## src/rtl/stereo_pkg.sv

```systemverilog
// Shared stereo-pipeline constants used by the SAD accumulator and the winner-take-all stage.
package stereo_pkg;

  localparam int unsigned DIFF_BITS    = 8;
  localparam int unsigned SAD_WIN_LEN  = 9;
  localparam int unsigned SAD_SUM_BITS = 12;

  // Running-sum width that holds win_len * (2^diff_bits - 1) without overflow.
  function automatic int unsigned sad_acc_bits(input int unsigned diff_bits,
                                               input int unsigned win_len);
    return diff_bits + $clog2(win_len) + 1;
  endfunction

endpackage

```

## src/rtl/sad_delay_line.sv

```systemverilog
// Window history for the SAD accumulator: shift register with enable and synchronous clear.
// Clear and enable together load din as the only non-zero entry (new row, first sample).
module sad_delay_line #(
  parameter int unsigned num_bits = 8,
  parameter int unsigned WIN_LEN  = 9
) (
  input  logic                clock,
  input  logic                reset,
  input  logic                clear,
  input  logic                enable,
  input  logic [num_bits-1:0] din,
  output logic [num_bits-1:0] oldest
);

  logic [num_bits-1:0] taps_q [WIN_LEN];
  logic [num_bits-1:0] taps_d [WIN_LEN];

  always_comb begin
    for (int i = 0; i < WIN_LEN; i++) begin
      taps_d[i] = clear ? '0 : taps_q[i];
    end
    if (enable) begin
      taps_d[0] = din;
      for (int i = 1; i < WIN_LEN; i++) begin
        taps_d[i] = clear ? '0 : taps_q[i-1];
      end
    end
  end

  always_ff @(posedge clock) begin
    for (int i = 0; i < WIN_LEN; i++) begin
      if (reset) begin
        taps_q[i] <= '0;
      end else begin
        taps_q[i] <= taps_d[i];
      end
    end
  end

  assign oldest = taps_q[WIN_LEN-1];

endmodule

```

## src/rtl/sad_window_accumulator.sv

```systemverilog
// Sliding-window SAD over the last WIN_LEN accepted samples of a row.
// Define SAD_SATURATE_EN to clamp out_sum to all ones instead of truncating.
module sad_window_accumulator
  import stereo_pkg::*;
#(
  parameter int unsigned num_bits = DIFF_BITS,
  parameter int unsigned WIN_LEN  = SAD_WIN_LEN,
  parameter int unsigned ACC_BITS = sad_acc_bits(num_bits, WIN_LEN),
  parameter int unsigned SUM_BITS = SAD_SUM_BITS,
  localparam int unsigned FillBits = $clog2(WIN_LEN + 1)
) (
  input  logic                clock,
  input  logic                reset,
  input  logic                in_valid,
  input  logic [num_bits-1:0] in_diff,
  input  logic                line_start,
  output logic                out_valid,
  output logic [SUM_BITS-1:0] out_sum,
  output logic [FillBits-1:0] fill_count
);

  localparam logic [FillBits-1:0] FillMax = FillBits'(WIN_LEN);

  logic [ACC_BITS-1:0] sum_q, sum_d, sum_base, oldest_ext;
  logic [FillBits-1:0] fill_q, fill_d, fill_base;
  logic [SUM_BITS-1:0] out_sum_q, out_sum_d;
  logic                out_valid_q, out_valid_d;
  logic [num_bits-1:0] tap_oldest;

  sad_delay_line #(
    .num_bits (num_bits),
    .WIN_LEN  (WIN_LEN)
  ) u_delay_line (
    .clock  (clock),
    .reset  (reset),
    .clear  (line_start),
    .enable (in_valid),
    .din    (in_diff),
    .oldest (tap_oldest)
  );

  function automatic logic [SUM_BITS-1:0] fit_sum(input logic [ACC_BITS-1:0] s);
`ifdef SAD_SATURATE_EN
    // One extra bit so the limit is representable even when SUM_BITS == ACC_BITS.
    logic [ACC_BITS:0] limit;
    limit = (ACC_BITS + 1)'(1) << SUM_BITS;
    return ({1'b0, s} >= limit) ? '1 : s[SUM_BITS-1:0];
`else
    return s[SUM_BITS-1:0];
`endif
  endfunction

  // line_start clears history before any same-cycle sample is accepted.
  always_comb begin
    sum_base   = line_start ? '0 : sum_q;
    fill_base  = line_start ? '0 : fill_q;
    oldest_ext = (!line_start && fill_q == FillMax) ? ACC_BITS'(tap_oldest) : '0;
    sum_d       = sum_base;
    fill_d      = fill_base;
    out_sum_d   = out_sum_q;
    out_valid_d = 1'b0;
    if (in_valid) begin
      sum_d       = sum_base + ACC_BITS'(in_diff) - oldest_ext;
      fill_d      = (fill_base == FillMax) ? FillMax : fill_base + 1'b1;
      out_sum_d   = fit_sum(sum_d);
      out_valid_d = (fill_d == FillMax);
    end
  end

  always_ff @(posedge clock) begin
    if (reset) begin
      sum_q       <= '0;
      fill_q      <= '0;
      out_sum_q   <= '0;
      out_valid_q <= 1'b0;
    end else begin
      sum_q       <= sum_d;
      fill_q      <= fill_d;
      out_sum_q   <= out_sum_d;
      out_valid_q <= out_valid_d;
    end
  end

  assign out_valid  = out_valid_q;
  assign out_sum    = out_sum_q;
  assign fill_count = fill_q;

endmodule

```

## config.mk

```make
export PLATFORM = sky130hd
export DESIGN_NAME = sad_window_accumulator
export DESIGN_NICKNAME = d
export VERILOG_FILES = /design/src/rtl/stereo_pkg.sv /design/src/rtl/sad_delay_line.sv /design/src/rtl/sad_window_accumulator.sv
export SDC_FILE = /design/constraint.sdc
export NUM_CORES = 1
export LEC_CHECK = 0
export BUFFER_PORTS_ARGS = -buffer_cell sky130_fd_sc_hd__buf_2
export CORE_UTILIZATION = 52
export CTS_BUF_LIST = sky130_fd_sc_hd__clkbuf_16
export CTS_CLUSTER_SIZE = 8
export DETAILED_ROUTE_END_ITERATION = 10
export PLACE_DENSITY = 0.79
export SYNTH_ARGS = -nofsm -noshare
export SYNTH_HDL_FRONTEND = slang
export SYNTH_SLANG_ARGS = --single-unit
```

## constraint.sdc

```tcl
create_clock -name clock -period 3.3 [get_ports clock]
set_input_delay 0.165 -clock clock [delete_from_list [all_inputs] [get_ports clock]]
set_output_delay 0.165 -clock clock [all_outputs]
set_load 0.1 [all_outputs]
```

=== Word-level counts from Yosys, hierarchy flattened ===
Memory sizes are Yosys's and may differ from the RTL's.
Index checks and enable logic that the tools add are counted.

* Output and inout bits: 17
* Register bits: 30
* Bits of input ports: 12
* Word-level logic and storage cells: 52
* Memories kept: 1
* Memory bits (writable): 72

* Equality and inequality tests: 3
* Mux-type cells: 28
* Add/sub/neg operators: 3
* Reductions and logical operators: 3
* Bitwise logic cells: 10

{| class="wikitable"
|+ Memories
! name !! depth !! width !! rd ports !! clocked after Yosys merged registers in !! wr ports !! line !! source
|-
| u_delay_line.taps_q || 9 || 8 || 9 || 0 || 9 || sad_delay_line.sv:15 || <nowiki>logic [num_bits-1:0] taps_q [WIN_LEN];</nowiki>
|}

{| class="wikitable"
|+ Operators by type and width
! cell !! count
|-
| $mux 8 || 19
|-
| $mux 72 || 1
|-
| $mux 13 || 2
|-
| $add 13x8->13 || 1
|-
| $sub 13x8->13 || 1
|-
| $eq 4x4->1 const B || 3
|-
| $mux 4 || 3
|-
| $or 1x1->1 || 9
|-
| $add 4x1->4 const B || 1
|-
| $mux 1 || 3
|-
| $reduce_or 2->1 || 1
|-
| $logic_and 1x1->1 || 1
|-
| $logic_not 1->1 || 1
|-
| $not 1->1 || 1
|}

=== Depth between registers and ports, before layout ===
Gate-level depths: netlist of the first run.

* Depth after elaboration: 5
* Mapped depth: 12
* Depth with buffers taken out: 12

=== Hierarchy ===
A second synthesis of the first run with hierarchy kept.

* Cell total of the unflattened synthesis: 464
* Area, all modules: 4,474.3 um^2

{| class="wikitable"
|+ By module, submodules not included
! module !! area each (um^2) !! instances !! cells an instance
|-
| sad_delay_line || 2,615.0 || 1 || 243
|-
| sad_window_accumulator || 1,859.3 || 1 || 221
|}

=== Worst setup path before layout of the first run ===
No wires, ideal clock.

* Path kind: register to register
* Start point: register fill_q[2], in the netlist fill_count[2]
* End point: register sum_q[10]
* Arrival time: 3.345 ns
* Stages on the path, launching flop included: 12
* Setup slack: -0.177 ns
* Buffers on the path: 0
* Required time: 3.168 ns
* Period minus slack after synthesis: 3.477 ns
* Cells stage by stage: dfxtp_1 -> nand2b_1 -> nor3_2 -> and2_1 -> fa_1 -> inv_1 -> fa_1 -> a211oi_1 -> o21ai_1 -> a31oi_1 -> xor2_1 -> o22ai_1

* Word-level cells in the longest chain between the ends: 5

{| class="wikitable"
|+ RTL lines
! item !! line !! source
|-
| start, declared || sad_window_accumulator.sv:25 || <nowiki>logic [FillBits-1:0] fill_q, fill_d, fill_base;</nowiki>
|-
| start signal, assigned || sad_window_accumulator.sv:78 || <nowiki>fill_q <= fill_d;</nowiki>
|-
| $eq 4x4->1 || sad_window_accumulator.sv:57 || <nowiki>oldest_ext = (!line_start && fill_q == FillMax) ? ACC_BITS'(tap_oldest) : '0;</nowiki>
|-
| $logic_and 1x1->1 || sad_window_accumulator.sv:57 ||
|-
| $mux 8 || sad_window_accumulator.sv:57 ||
|-
| $sub 13x8->13 || sad_window_accumulator.sv:63 || <nowiki>sum_d = sum_base + ACC_BITS'(in_diff) - oldest_ext;</nowiki>
|-
| $mux 13 || sad_window_accumulator.sv:62 || <nowiki>if (in_valid) begin</nowiki>
|-
| end signal, assigned || sad_window_accumulator.sv:77 || <nowiki>sum_q <= sum_d;</nowiki>
|-
| end, declared || sad_window_accumulator.sv:24 || <nowiki>logic [ACC_BITS-1:0] sum_q, sum_d, sum_base, oldest_ext;</nowiki>
|}

No other way between the ends.
A chain may end at the register's enable or synchronous reset.

=== Worst setup path after layout of the first run ===
Ends and elaborated chain as after synthesis.

==> tab_implementation.tex, run 1 <==
\begin{tabular}{lr}
\hline
Metric & Value \\
\hline
\multicolumn{2}{l}{\textbf{Clocking}} \\
Number of resized instances in the post-cts repair step & 0 \\
H-tree depth reported by CTS & 3 \\
Cts-stage hold buffer count & 0 \\
Worst-path clk slew & 0.07 ns \\
Clock Root Buffer & clkbuf\_16 \\
Clock buffers created by TritonCTS & 9 \\
Clock insertion delay at the later pin of the skew report & 0.34 ns \\
Maximum count of clock buffers along a single path & 2 \\
Clock tree sinks & 101 \\
Count of buffers added by post-CTS timing repair for setup & 0 \\
TritonCTS clock tree & yes \\
\multicolumn{2}{l}{\textbf{Logic synthesis}} \\
Number of distinct library cells after synthesis & 41 \\
Mapped Area & 4310 sq um \\
Syn\_nets & 481 \\
Post-Syn Area per Cell & 9.59 sq um \\
Syn. warnings & 0 \\
Seq cells post-synth & 101 \\
Synthesized netlist cell count & 449 \\
Proportion of synthesized chip area in sequential cells & 46.9\% \\
\multicolumn{2}{l}{\textbf{Detailed routing}} \\
Routed wire length & 7670 microns \\
DR vias & 3,001 \\
Vias per cell & 5.21 \\
Detail Route Antenna Nets & 0 \\
Pre-Repair DR Iteration Count & 4 \\
Routed length per placed instance & 13.3 microns \\
Number of remaining DRC errors & 0 \\
Iteration-0 DRC Markers & 87 \\
\multicolumn{2}{l}{\textbf{GRT}} \\
Congestion Overflow GR & 0 \\
Global-route total usage across every layer & 19.0\% \\
Met1 GRT Util & 23.5\% \\
Global-route track usage on met3 & 5.93\% \\
Layer carrying the most global-route usage & met2 \\
Antenna violations before repair & 0 \\
Global-route wire length before repair & 12,800 microns \\
Met2 layer usage reported by global route & 31.0\% \\
Pin count of the biggest net entering global routing & between 50 and 60 \\
Via count of the first global-routing pass & roughly 2,800 \\
\multicolumn{2}{l}{\textbf{Die}} \\
Overall die height & 93.0 microns \\
Die area & 8650 sq um \\
Effective utilization at floorplan & about 55\% \\
Area of the placeable core & about 7900 sq um \\
Ports & 29 \\
Number of standard-cell rows in the floorplan & 32 \\
Die Width & 93.0 microns \\
\multicolumn{2}{l}{\textbf{Critical path}} \\
Cell type of the slowest stage on the worst timing path & fa\_1 \\
Startpoint-to-endpoint class of the critical path & reg -> reg \\
Signal arrival time at the worst endpoint & 3.26 ns \\
Critical-path cell list & nand2b\_1 > nor3\_2 > and2\_1 > ha\_1 > inv\_1 > ha\_1 > fa\_1 > a211oi\_1 > o21ai\_1 > a31oi\_1 > xor2\_1 > o22ai\_1 \\
Capturing element type of the critical path & flop \\
Bufs and invs on worst path & 1 \\
Crit-path leading delay family & simple AND/OR/NAND/NOR gates \\
Largest fanout of any net on the critical path & 9 \\
Maximum single-stage delay on the critical path & 0.43 ns \\
Most frequent cell on the critical path & ha\_1 \\
Required time at the worst-slack endpoint & 3.51 ns \\
Type of element launching the critical path & flop \\
\multicolumn{2}{l}{\textbf{Timing}} \\
Setup tns final & 0 ns \\
Number of pins with negative max-slew slack in the final report & 0 \\
Final hold violation count & 0 \\
Highest attainable clock frequency & between 300 and 400 MHz \\
Post-route worst setup slack & between 0.2 and 0.25 ns \\
Transition time at the pin with the least slew margin & 0.852 ns \\
Post-layout min period & 3.05 ns \\
Part of the cycle the worst path needs & 92.6\% \\
Number of setup violations in the final report & 0 \\
RSZ-0062 raised after global routing & no \\
Final worst clock skew & 0.00522 ns \\
Headroom to the max-slew limit & 43.0\% \\
\multicolumn{2}{l}{\textbf{Placed design}} \\
Pre-CTS setup slack & $\sim$0.22 ns \\
Buffers on Ports & 28 \\
Cell area reported after detailed placement & roughly 4500 sq um \\
Final HPWL from detailed placement & between 5000 and 6000 microns \\
Final estimated routing congestion in global placement & about 0.84 \\
\multicolumn{2}{l}{\textbf{Pwr}} \\
Part of the total power dissipated in sequential elements & 44.1\% \\
Largest voltage drop on the vdd net & 0.324 mV \\
Net Sw Frac & 30.7\% \\
Comb pwr share & roughly a fifth \\
Int Power & 2.04 mW \\
Cell leakage power & $\sim$2.1 nW \\
Total power divided by cell area & 610 nW/um\^{}2 \\
Total power consumption of the routed design & roughly 2.9 mW \\
NetSw & 902 uW \\
Clock share of power & 36.4\% \\
\multicolumn{2}{l}{\textbf{Layout}} \\
Leading cell types in the layout, fill and taps excluded & dfxtp\_1, nor2\_1, mux2i\_1, buf\_2 \\
Layout overhead on the synthesized area & 11.8\% \\
Most common cell after layout, fill and taps aside & dfxtp\_1 \\
Final \#Nets & 501 \\
Area of all placed cells without fillers & between 4000 and 5000 sq um \\
Antenna diode count & 0 \\
Share of post-route cells with drive strength above 1 & 12.7\% \\
\multicolumn{2}{l}{\textbf{Min path}} \\
Hold Path Class & in -> reg \\
\multicolumn{2}{l}{\textbf{Job}} \\
Max-Cap Viols & 0 \\
\multicolumn{2}{l}{\textbf{Run status}} \\
Run status & finished, final reports clean \\
\hline
\end{tabular}
==> registers in the layout, indices dropped and copies added (netlist names) <==
register,count
fill_count,4
out_valid,1
u_delay_line.taps_q,72
out_sum,12
sum_q,12
==> kinds of logic (layout without fill, tap and decap cells) <==
| kind of cell | Yosys count | count (layout) | share of synthesized area [%] |
|---|---|---|---|
| flip-flops | 101 | 101 | 46.9 |
| XOR/XNOR | 12 | 12 | 2.44 |
| AO/OA/AOI/OAI | 58 | 58 | 8.95 |
| adder cells (fa/ha/maj) | 20 | 20 | 7.20 |
| AND/OR/NAND/NOR | 145 | 145 | 14.9 |
| multiplexers | 64 | 64 | 14.9 |
| buffers and inverters | 49 | 74 | 4.68 |
==> power groups by stage <==
stage	clock network [mW]	registers (mW)	logic, mW
2_1_floorplan	0	1.50	0.295
3_3_place_gp	0	1.32	0.563
3_5_place_dp	0	1.32	0.566
4_1_cts	1.09	1.29	0.571
5_1_grt	1.15	1.30	0.617
6_report	1.07	1.30	0.572
==> worst reg2reg max path, delay by kind of cell (launching register included) <==
kind,cells,cell delay [ns]
XOR/XNOR,1,0.20
buffers and inverters,1,0.04
AND/OR/NAND/NOR,3,0.82
flip-flops,1,0.34
adder cells (fa/ha/maj),3,0.78
AO/OA/AOI/OAI,4,0.75
==> final cells by class <==
cell class	count	area, sq um
Clock inverter	7	82.6
Inverter	26	97.6
Sequential cell	101	2030
Timing Repair Buffer	32	173
Clock buffer	9	225
Fill cell	645	3070
Multi-Input combinational cell	299	2080
Tap cell	102	128
==> synthesized netlist by cell type (all sizes together) <==
master	number	area, sq um
o31a	1	8.76
xor2	8	70.1
nor3	2	15.0
a21boi	2	15.0
or2	2	12.5
xnor2	4	35.0
and3	2	12.5
nand4	3	18.8
a211oi	3	27.5
nor2b	2	12.5
a21oi	16	83.8
nor2	81	304
nand3	1	5.00
a41oi	1	16.3
and2	9	56.3
a21o	4	30.0
o22ai	5	31.3
nand2b	15	93.8
nand2	26	97.6
o21ai	13	65.1
a31oi	1	6.26
clkbuf	8	30.0
a31o	1	8.76
nor3b	1	7.51
fa	8	160
o211ai	3	32.5
buf	15	73.8
mux2i	64	641
a22oi	8	60.1
nor4	1	6.26
ha	12	150
inv	26	97.6
dfxtp	101	2020
==> final timing paths <==
kind                            startpoint                                   end  slack [ns]  depth (start not counted)
setup reg to reg  fill_count[2]$_SDFF_PP0_                  sum_q[10]$_SDFF_PP0_        0.25                         12
hold / removal                  in_diff[4]  u_delay_line.taps_q[0][4]$_SDFF_PP0_        0.12                          3
hold reg to reg    out_sum[4]$_SDFFE_PP0P_               out_sum[4]$_SDFFE_PP0P_        0.44                          2
setup / recovery  fill_count[2]$_SDFF_PP0_                  sum_q[10]$_SDFF_PP0_        0.25                         12
==> per-layer routing <==
metal	part of all wire [%]	vias up
li1	-	1536
met1	47	1402
met2	46	51
met3	4.6	12
met4	2.0	0
met5	0	-
==> through the flow <==
step | instances | utilization [%] | hold slack, ns
finish | 576 | 61.1 | 0.118
global route | 576 | 61.1 | 0.122
CTS | 576 | 61.1 | 0.113
detailed placement | 560 | 57.2 | 0.435
global placement | 560 | 57.2 | 0.431
floorplan | 449 | - | 0.330
Note: power is estimated with default switching activity, not from simulation.
==> run 2, diff against run 1 <==
- clock period: 3.3 -> 2.89 ns (I/O delays scaled with it)
==> tab_implementation.tex, run 2 (synthesis gave the netlist of run 1 again) <==
\begin{tabular}{lr}
\hline
Metric & Value \\
\hline
\multicolumn{2}{l}{\textbf{Run status}} \\
Run status & finished, final reports clean (unchanged) \\
\multicolumn{2}{l}{\textbf{GRT}} \\
Global-route track usage on met3 & 3.41\% (was 5.93\%) \\
Via count of the first global-routing pass & 2,939 (was 2,831) \\
Antenna violations before repair & 0 (unchanged) \\
Met2 layer usage reported by global route & 32.3\% (was 31.0\%) \\
Global-route wire length before repair & 13,400 microns (was 12,800 microns) \\
Congestion Overflow GR & 0 (unchanged) \\
Global-route total usage across every layer & 19.8\% (was 19.0\%) \\
Layer carrying the most global-route usage & met2 (unchanged) \\
Met1 GRT Util & 25.6\% (was 23.5\%) \\
Pin count of the biggest net entering global routing & 84 (was 59) \\
\multicolumn{2}{l}{\textbf{Clocking}} \\
Clock buffers created by TritonCTS & 9 (unchanged) \\
Worst-path clk slew & 0.07 ns (about the same) \\
Maximum count of clock buffers along a single path & 2 (unchanged) \\
Cts-stage hold buffer count & 0 (unchanged) \\
Clock tree sinks & 101 (unchanged) \\
H-tree depth reported by CTS & 3 (unchanged) \\
Clock Root Buffer & clkbuf\_16 (unchanged) \\
Clock insertion delay at the later pin of the skew report & 0.34 ns (about the same) \\
TritonCTS clock tree & yes (unchanged) \\
\multicolumn{2}{l}{\textbf{Job}} \\
Max-Cap Viols & 0 (unchanged) \\
\multicolumn{2}{l}{\textbf{Critical path}} \\
Signal arrival time at the worst endpoint & 3.06 ns (was 3.26 ns) \\
Cell type of the slowest stage on the worst timing path & fa\_1 (unchanged) \\
Bufs and invs on worst path & 2 (was 1) \\
Crit-path leading delay family & compound AO/OA/AOI/OAI gates (was simple AND/OR/NAND/NOR gates) \\
Startpoint-to-endpoint class of the critical path & reg -> reg (unchanged) \\
Capturing element type of the critical path & flop (unchanged) \\
Critical-path cell list & nand2b\_4 > nor3\_4 > buf\_6 > and2\_4 > fa\_1 > inv\_2 > ha\_4 > a211oi\_4 > o211ai\_2 > a41oi\_2 > xor2\_1 > o22ai\_1 (was nand2b\_1 > nor3\_2 > and2\_1 > ha\_1 > inv\_1 > ha\_1 > fa\_1 > a211oi\_1 > o21ai\_1 > a31oi\_1 > xor2\_1 > o22ai\_1) \\
Type of element launching the critical path & flop (unchanged) \\
Maximum single-stage delay on the critical path & 0.44 ns (was 0.43 ns) \\
Largest fanout of any net on the critical path & 6 (was 9) \\
Required time at the worst-slack endpoint & 3.09 ns (was 3.51 ns) \\
\multicolumn{2}{l}{\textbf{Layout}} \\
Area of all placed cells without fillers & 4970 sq um (was 4820 sq um) \\
Layout overhead on the synthesized area & 15.3\% (was 11.8\%) \\
Share of post-route cells with drive strength above 1 & 17.5\% (was 12.7\%) \\
Final \#Nets & 507 (was 501) \\
Final Core Density & 63.0\% (was 61.1\%) \\
Register with the most flip-flops & u\_delay\_line.taps\_q (unchanged) \\
Number of fill cells & 597 (was 645) \\
Cell Count, Final, Fillers Out & 582 (was 576) \\
Number of flip-flops in the largest register & 72 (unchanged) \\
Most common cell after layout, fill and taps aside & dfxtp\_1 (unchanged) \\
Leading cell types in the layout, fill and taps excluded & dfxtp\_1, nor2\_1, mux2i\_1, buf\_2 (unchanged) \\
Antenna diode count & 0 (unchanged) \\
\multicolumn{2}{l}{\textbf{Timing}} \\
Highest attainable clock frequency & 350 MHz (was 327 MHz) \\
Number of setup violations in the final report & 0 (unchanged) \\
Number of pins with negative max-slew slack in the final report & 0 (unchanged) \\
Transition time at the pin with the least slew margin & 0.729 ns (was 0.852 ns) \\
Worst hold slack across all endpoints & 0.0970 ns (was 0.118 ns) \\
RSZ-0062 raised after global routing & yes (was no) \\
Final hold violation count & 0 (unchanged) \\
Headroom to the max-slew limit & 51.4\% (was 43.0\%) \\
Post-layout min period & 2.86 ns (was 3.05 ns) \\
Part of the cycle the worst path needs & 98.9\% (was 92.6\%) \\
Final worst clock skew & 0.00748 ns (was 0.00522 ns) \\
\multicolumn{2}{l}{\textbf{Detailed routing}} \\
Routed wire length & 8240 microns (was 7670 microns) \\
Routed length per placed instance & 14.2 microns (was 13.3 microns) \\
Iteration-0 DRC Markers & 184 (was 87) \\
Detail Route Antenna Nets & 0 (unchanged) \\
Number of remaining DRC errors & 0 (unchanged) \\
Pre-Repair DR Iteration Count & 4 (unchanged) \\
DR vias & 3,091 (was 3,001) \\
Vias per cell & 5.31 (was 5.21) \\
\multicolumn{2}{l}{\textbf{Pwr}} \\
Cell leakage power & 2.16 nW (was 2.13 nW) \\
Total power divided by cell area & 664 nW/um\^{}2 (was 610 nW/um\^{}2) \\
Largest voltage drop on the vdd net & 0.269 mV (was 0.324 mV) \\
\multicolumn{2}{l}{\textbf{Die}} \\
Effective utilization at floorplan & 54.6\% (unchanged) \\
Die area & 8650 sq um (unchanged) \\
Number of standard-cell rows in the floorplan & 32 (unchanged) \\
Area of the placeable core & 7890 sq um (unchanged) \\
Ports & 29 (unchanged) \\
Die Width & 93.0 microns (unchanged) \\
Overall die height & 93.0 microns (unchanged) \\
\multicolumn{2}{l}{\textbf{Min path}} \\
Hold Path Class & in -> reg (unchanged) \\
\multicolumn{2}{l}{\textbf{Placed design}} \\
Cell area reported after detailed placement & 4550 sq um (was 4510 sq um) \\
Final estimated routing congestion in global placement & 0.857 (was 0.841) \\
Buffers on Ports & 28 (unchanged) \\
Number of placed instances with taps included & 560 (unchanged) \\
Final HPWL from detailed placement & 5260 microns (was 5160 microns) \\
\hline
\end{tabular}
==> run 2: cell count changes in the layout (fill, tap and decap cells not counted), moves of 4 or more <==
cell,before,now
dfxtp_2,4,0
ha_1,12,8
buf_4,5,9
dfxtp_4,0,4
==> run 2: what timing repair did <==
item | CTS | global route
pin swaps | 4 | 16
gates resized for setup | 6 | 18
gates cloned | 0 | 0
setup buffers | 1 | 5
endpoints found under the setup margin | 6 | 11
==> run 2: metal layers <==
| metal | share of wire (%) | wire length (microns) |
|---|---|---|
| met5 | 0 | 0 |
| met4 | 2.5 | 206 |
| met3 | 4.2 | 350 |
| met2 | 47 | 3880 |
| met1 | 46 | 3800 |
==> run 2: path summary, 6_finish.rpt <==
kind	start	endpoint	slack [ns]	depth (start not counted)
hold reg to reg	out_sum[4]$_SDFFE_PP0P_	out_sum[4]$_SDFFE_PP0P_	0.45	2
hold / removal	in_diff[7]	u_delay_line.taps_q[0][7]$_SDFF_PP0_	0.1	3
setup / recovery	fill_count[2]$_SDFF_PP0_	sum_q[9]$_SDFF_PP0_	0.03	12
setup reg to reg	fill_count[2]$_SDFF_PP0_	sum_q[9]$_SDFF_PP0_	0.03	12
==> run 2: tightest hold or removal path: cells and delay by family <==
kind | cells | cell delay [ns]
AOI/OAI and AO/OA | 1 | 0.08
buffers and inverters | 1 | 0.10
and+or+nand+nor | 1 | 0.08
==> run 2: report_power, final <==
group	switching, mW	internal [mW]	total (mW)
Clock	0.519	0.585	1.10
Combinational	0.495	0.219	0.714
Sequential	0.0281	1.45	1.48
==> run 2: metrics by stage <==
stage | setup slack (ns) | total power, mW | TNS, ns
detailed placement | -0.0280 | 2.16 | -0.0524
global route | -0.138 | 3.43 | -0.540
global placement | 0.0580 | 2.14 | 0
floorplan | 0.0287 | 2.05 | 0
finish | 0.0330 | 3.30 | 0
CTS | -0.00118 | 3.27 | -0.00118
==> run 2: final cells by class <==
class | count | area [sq um] | area share (%)
Multi-Input combinational cell | 299 | 2200 | 44.2
Tap cell | 102 | 128 | 2.57
Clock buffer | 9 | 225 | 4.54
Inverter | 26 | 97.6 | 1.97
Sequential cell | 101 | 2040 | 41.0
Timing Repair Buffer | 38 | 234 | 4.71
Clock inverter | 7 | 48.8 | 0.983
==> run 3, diff against run 2 <==
- BUFFER_PORTS_ARGS: -buffer_cell sky130_fd_sc_hd__buf_2 -> unset
- DONT_BUFFER_PORTS: unset -> 1
- MAX_ROUTING_LAYER: unset -> met4
- PLACE_DENSITY: 0.79 -> 0.76
==> tab_implementation.tex, run 3 (synthesis gave the netlist of run 1 again) <==
\begin{tabular}{lr}
\hline
Metric & Value \\
\hline
\multicolumn{2}{l}{\textbf{Timing}} \\
Part of the cycle the worst path needs & 95.9\% (was 98.9\%) \\
Headroom to the max-slew limit & 34.9\% (was 51.4\%) \\
Setup tns final & 0 ns (unchanged) \\
Highest attainable clock frequency & 361 MHz (was 350 MHz) \\
Final worst clock skew & 0.00764 ns (was 0.00748 ns) \\
Worst hold slack across all endpoints & 0.00455 ns (was 0.0970 ns) \\
Number of setup violations in the final report & 0 (unchanged) \\
Number of pins with negative max-slew slack in the final report & 0 (unchanged) \\
Post-layout min period & 2.77 ns (was 2.86 ns) \\
Final hold violation count & 0 (unchanged) \\
RSZ-0062 raised after global routing & yes (unchanged) \\
Transition time at the pin with the least slew margin & 0.975 ns (was 0.729 ns) \\
\multicolumn{2}{l}{\textbf{Detailed routing}} \\
Number of remaining DRC errors & 0 (unchanged) \\
Met2 routed wirelength & 3890 microns (was 3880 microns) \\
DR vias & 3,037 (was 3,091) \\
Top routing layer used & met4 (unchanged) \\
Iteration-0 DRC Markers & 147 (was 184) \\
Routed length per placed instance & 14.8 microns (was 14.2 microns) \\
M1 WL & 4020 microns (was 3800 microns) \\
Detail Route Antenna Nets & 0 (unchanged) \\
Vias per cell & 5.32 (was 5.31) \\
Metal3 WL & 402 microns (was 350 microns) \\
Routed wire length & 8450 microns (was 8240 microns) \\
Pre-Repair DR Iteration Count & 4 (unchanged) \\
\multicolumn{2}{l}{\textbf{Run status}} \\
Run status & finished, final reports clean (unchanged) \\
\multicolumn{2}{l}{\textbf{Min path}} \\
Hold Path Class & in -> reg (unchanged) \\
HP Start & in\_valid (was in\_diff[7]) \\
\multicolumn{2}{l}{\textbf{Layout}} \\
Area of the multi-input gates & 2170 sq um (was 2200 sq um) \\
Leading cell types in the layout, fill and taps excluded & dfxtp\_1, nor2\_1, mux2i\_1, nand2\_1, inv\_1 (was dfxtp\_1, nor2\_1, mux2i\_1, buf\_2) \\
Storage element area & 2040 sq um (unchanged) \\
Register with the most flip-flops & u\_delay\_line.taps\_q (unchanged) \\
Antenna diode count & 0 (unchanged) \\
Layout overhead on the synthesized area & 15.5\% (was 15.3\%) \\
Cell Count, Final, Fillers Out & 571 (was 582) \\
Final \#Nets & 496 (was 507) \\
Most common cell after layout, fill and taps aside & dfxtp\_1 (unchanged) \\
Number of flip-flops in the largest register & 72 (unchanged) \\
Number of fill cells & 633 (was 597) \\
Share of post-route cells with drive strength above 1 & 11.9\% (was 17.5\%) \\
\multicolumn{2}{l}{\textbf{Clocking}} \\
Maximum count of clock buffers along a single path & 2 (unchanged) \\
Clock buffers created by TritonCTS & 9 (unchanged) \\
TritonCTS clock tree & yes (unchanged) \\
H-tree depth reported by CTS & 3 (unchanged) \\
Clock insertion delay at the later pin of the skew report & 0.34 ns (about the same) \\
Clock Root Buffer & clkbuf\_16 (unchanged) \\
Worst-path clk slew & 0.07 ns (about the same) \\
Clock tree sinks & 101 (unchanged) \\
\multicolumn{2}{l}{\textbf{Die}} \\
Effective utilization at floorplan & 54.6\% (unchanged) \\
Die Width & 93.0 microns (unchanged) \\
Number of standard-cell rows in the floorplan & 32 (unchanged) \\
Area of the placeable core & 7890 sq um (unchanged) \\
Overall die height & 93.0 microns (unchanged) \\
Ports & 29 (unchanged) \\
Die area & 8650 sq um (unchanged) \\
\multicolumn{2}{l}{\textbf{GRT}} \\
Antenna violations before repair & 0 (unchanged) \\
Pin count of the biggest net entering global routing & 65 (was 84) \\
Global-route wire length before repair & 13,900 microns (was 13,400 microns) \\
Congestion Overflow GR & 0 (unchanged) \\
Global-route total usage across every layer & 21.0\% (was 19.8\%) \\
Via count of the first global-routing pass & 2,932 (was 2,939) \\
\multicolumn{2}{l}{\textbf{Critical path}} \\
Start of the worst register-to-register path & fill\_count[2]\$\_SDFF\_PP0\_ (unchanged) \\
Capturing element type of the critical path & flop (unchanged) \\
Startpoint-to-endpoint class of the critical path & reg -> reg (unchanged) \\
Start point of the critical path & fill\_count[2]\$\_SDFF\_PP0\_ (unchanged) \\
Largest fanout of any net on the critical path & 5 (was 6) \\
Signal arrival time at the worst endpoint & 2.97 ns (was 3.06 ns) \\
Type of element launching the critical path & flop (unchanged) \\
Required time at the worst-slack endpoint & 3.09 ns (about the same) \\
\multicolumn{2}{l}{\textbf{Job}} \\
Max-Cap Viols & 0 (unchanged) \\
\multicolumn{2}{l}{\textbf{Pwr}} \\
Total power consumption of the routed design & 3.31 mW (was 3.30 mW) \\
Cell leakage power & 2.11 nW (was 2.16 nW) \\
Largest voltage drop on the vdd net & 0.292 mV (was 0.269 mV) \\
Total power divided by cell area & 665 nW/um\^{}2 (was 664 nW/um\^{}2) \\
\multicolumn{2}{l}{\textbf{Placed design}} \\
Number of placed instances with taps included & 536 (was 560) \\
Final estimated routing congestion in global placement & 0.881 (was 0.857) \\
Final HPWL from detailed placement & 5130 microns (was 5260 microns) \\
Buffers on Ports & 0 (was 28) \\
\hline
\end{tabular}
run 3: cell count changes in the layout (fill, tap and decap cells not counted), moves of 2 or more:
cell | previous run | this run
buf_4 | 9 | 13
dlygate4sd3_1 | 0 | 12
clkinv_4 | 1 | 3
a21oi_1 | 12 | 15
a21oi_2 | 4 | 1
buf_2 | 27 | 0
run 3: per-stage QoR:
stage	utilization [%]	area, sq um	setup slack (ns)
6_report	63.1	4970	0.118
5_1_grt	63.1	4970	-0.0342
4_1_cts	61.7	4860	0.0276
3_5_place_dp	56.1	4420	0.0383
3_3_place_gp	56.1	4420	0.0714
2_1_floorplan	-	4340	0.0287
run 3: metal layers:
metal | global-route usage [%] | vias up
met5 | - | -
met4 | 8.21 | 0
met3 | 4.55 | 15
met2 | 32.2 | 68
met1 | 27.2 | 1423
li1 | - | 1531
run 3: layout make-up:
cell class	instances	area share (%)
multi-input cells	300	43.7
flip-flops and latches	101	40.9
repair buffers	26	4.93
clock buffers	9	4.53
well taps	102	2.57
inverters	26	1.96
clock inverters	7	1.41
run 3: what timing repair did:
| action | 4_1_cts | 5_1_grt |
|---|---|---|
| setup buffers | 0 | 5 |
| hold buffers | 13 | 0 |
| setup endpoints to repair | 0 | 11 |
| gates resized for setup | 0 | 16 |
| hold endpoints to repair | 73 | 0 |
run 3: power by group:
group	internal [mW]	switching, mW
logic	0.205	0.296
registers	1.45	0.198
clock network	0.605	0.558
total	2.26	1.05
run 3: path summary, 6_finish.rpt:
check,end,slack [ns],cells past startpoint
worst max-delay path,sum_q[7]$_SDFF_PP0_,0.12,12
worst min-delay path,u_delay_line.taps_q[2][5]$_SDFF_PP0_,0.005,2
worst max register to register,sum_q[7]$_SDFF_PP0_,0.12,12
worst min register to register,out_sum[5]$_SDFFE_PP0P_,0.47,2
run 3: worst max-delay path, stage by stage, from the launching register on:
cell and delay (ns):
dfxtp_4 0.34, nand2b_4 0.17, nor3_4 0.23, and2_4 0.20
fa_1 0.42, inv_2 0.10, ha_4 0.21, a211oi_2 0.28
o211ai_2 0.16, buf_4 0.16, nand2_1 0.09, xor2_2 0.17
o22ai_1 0.09
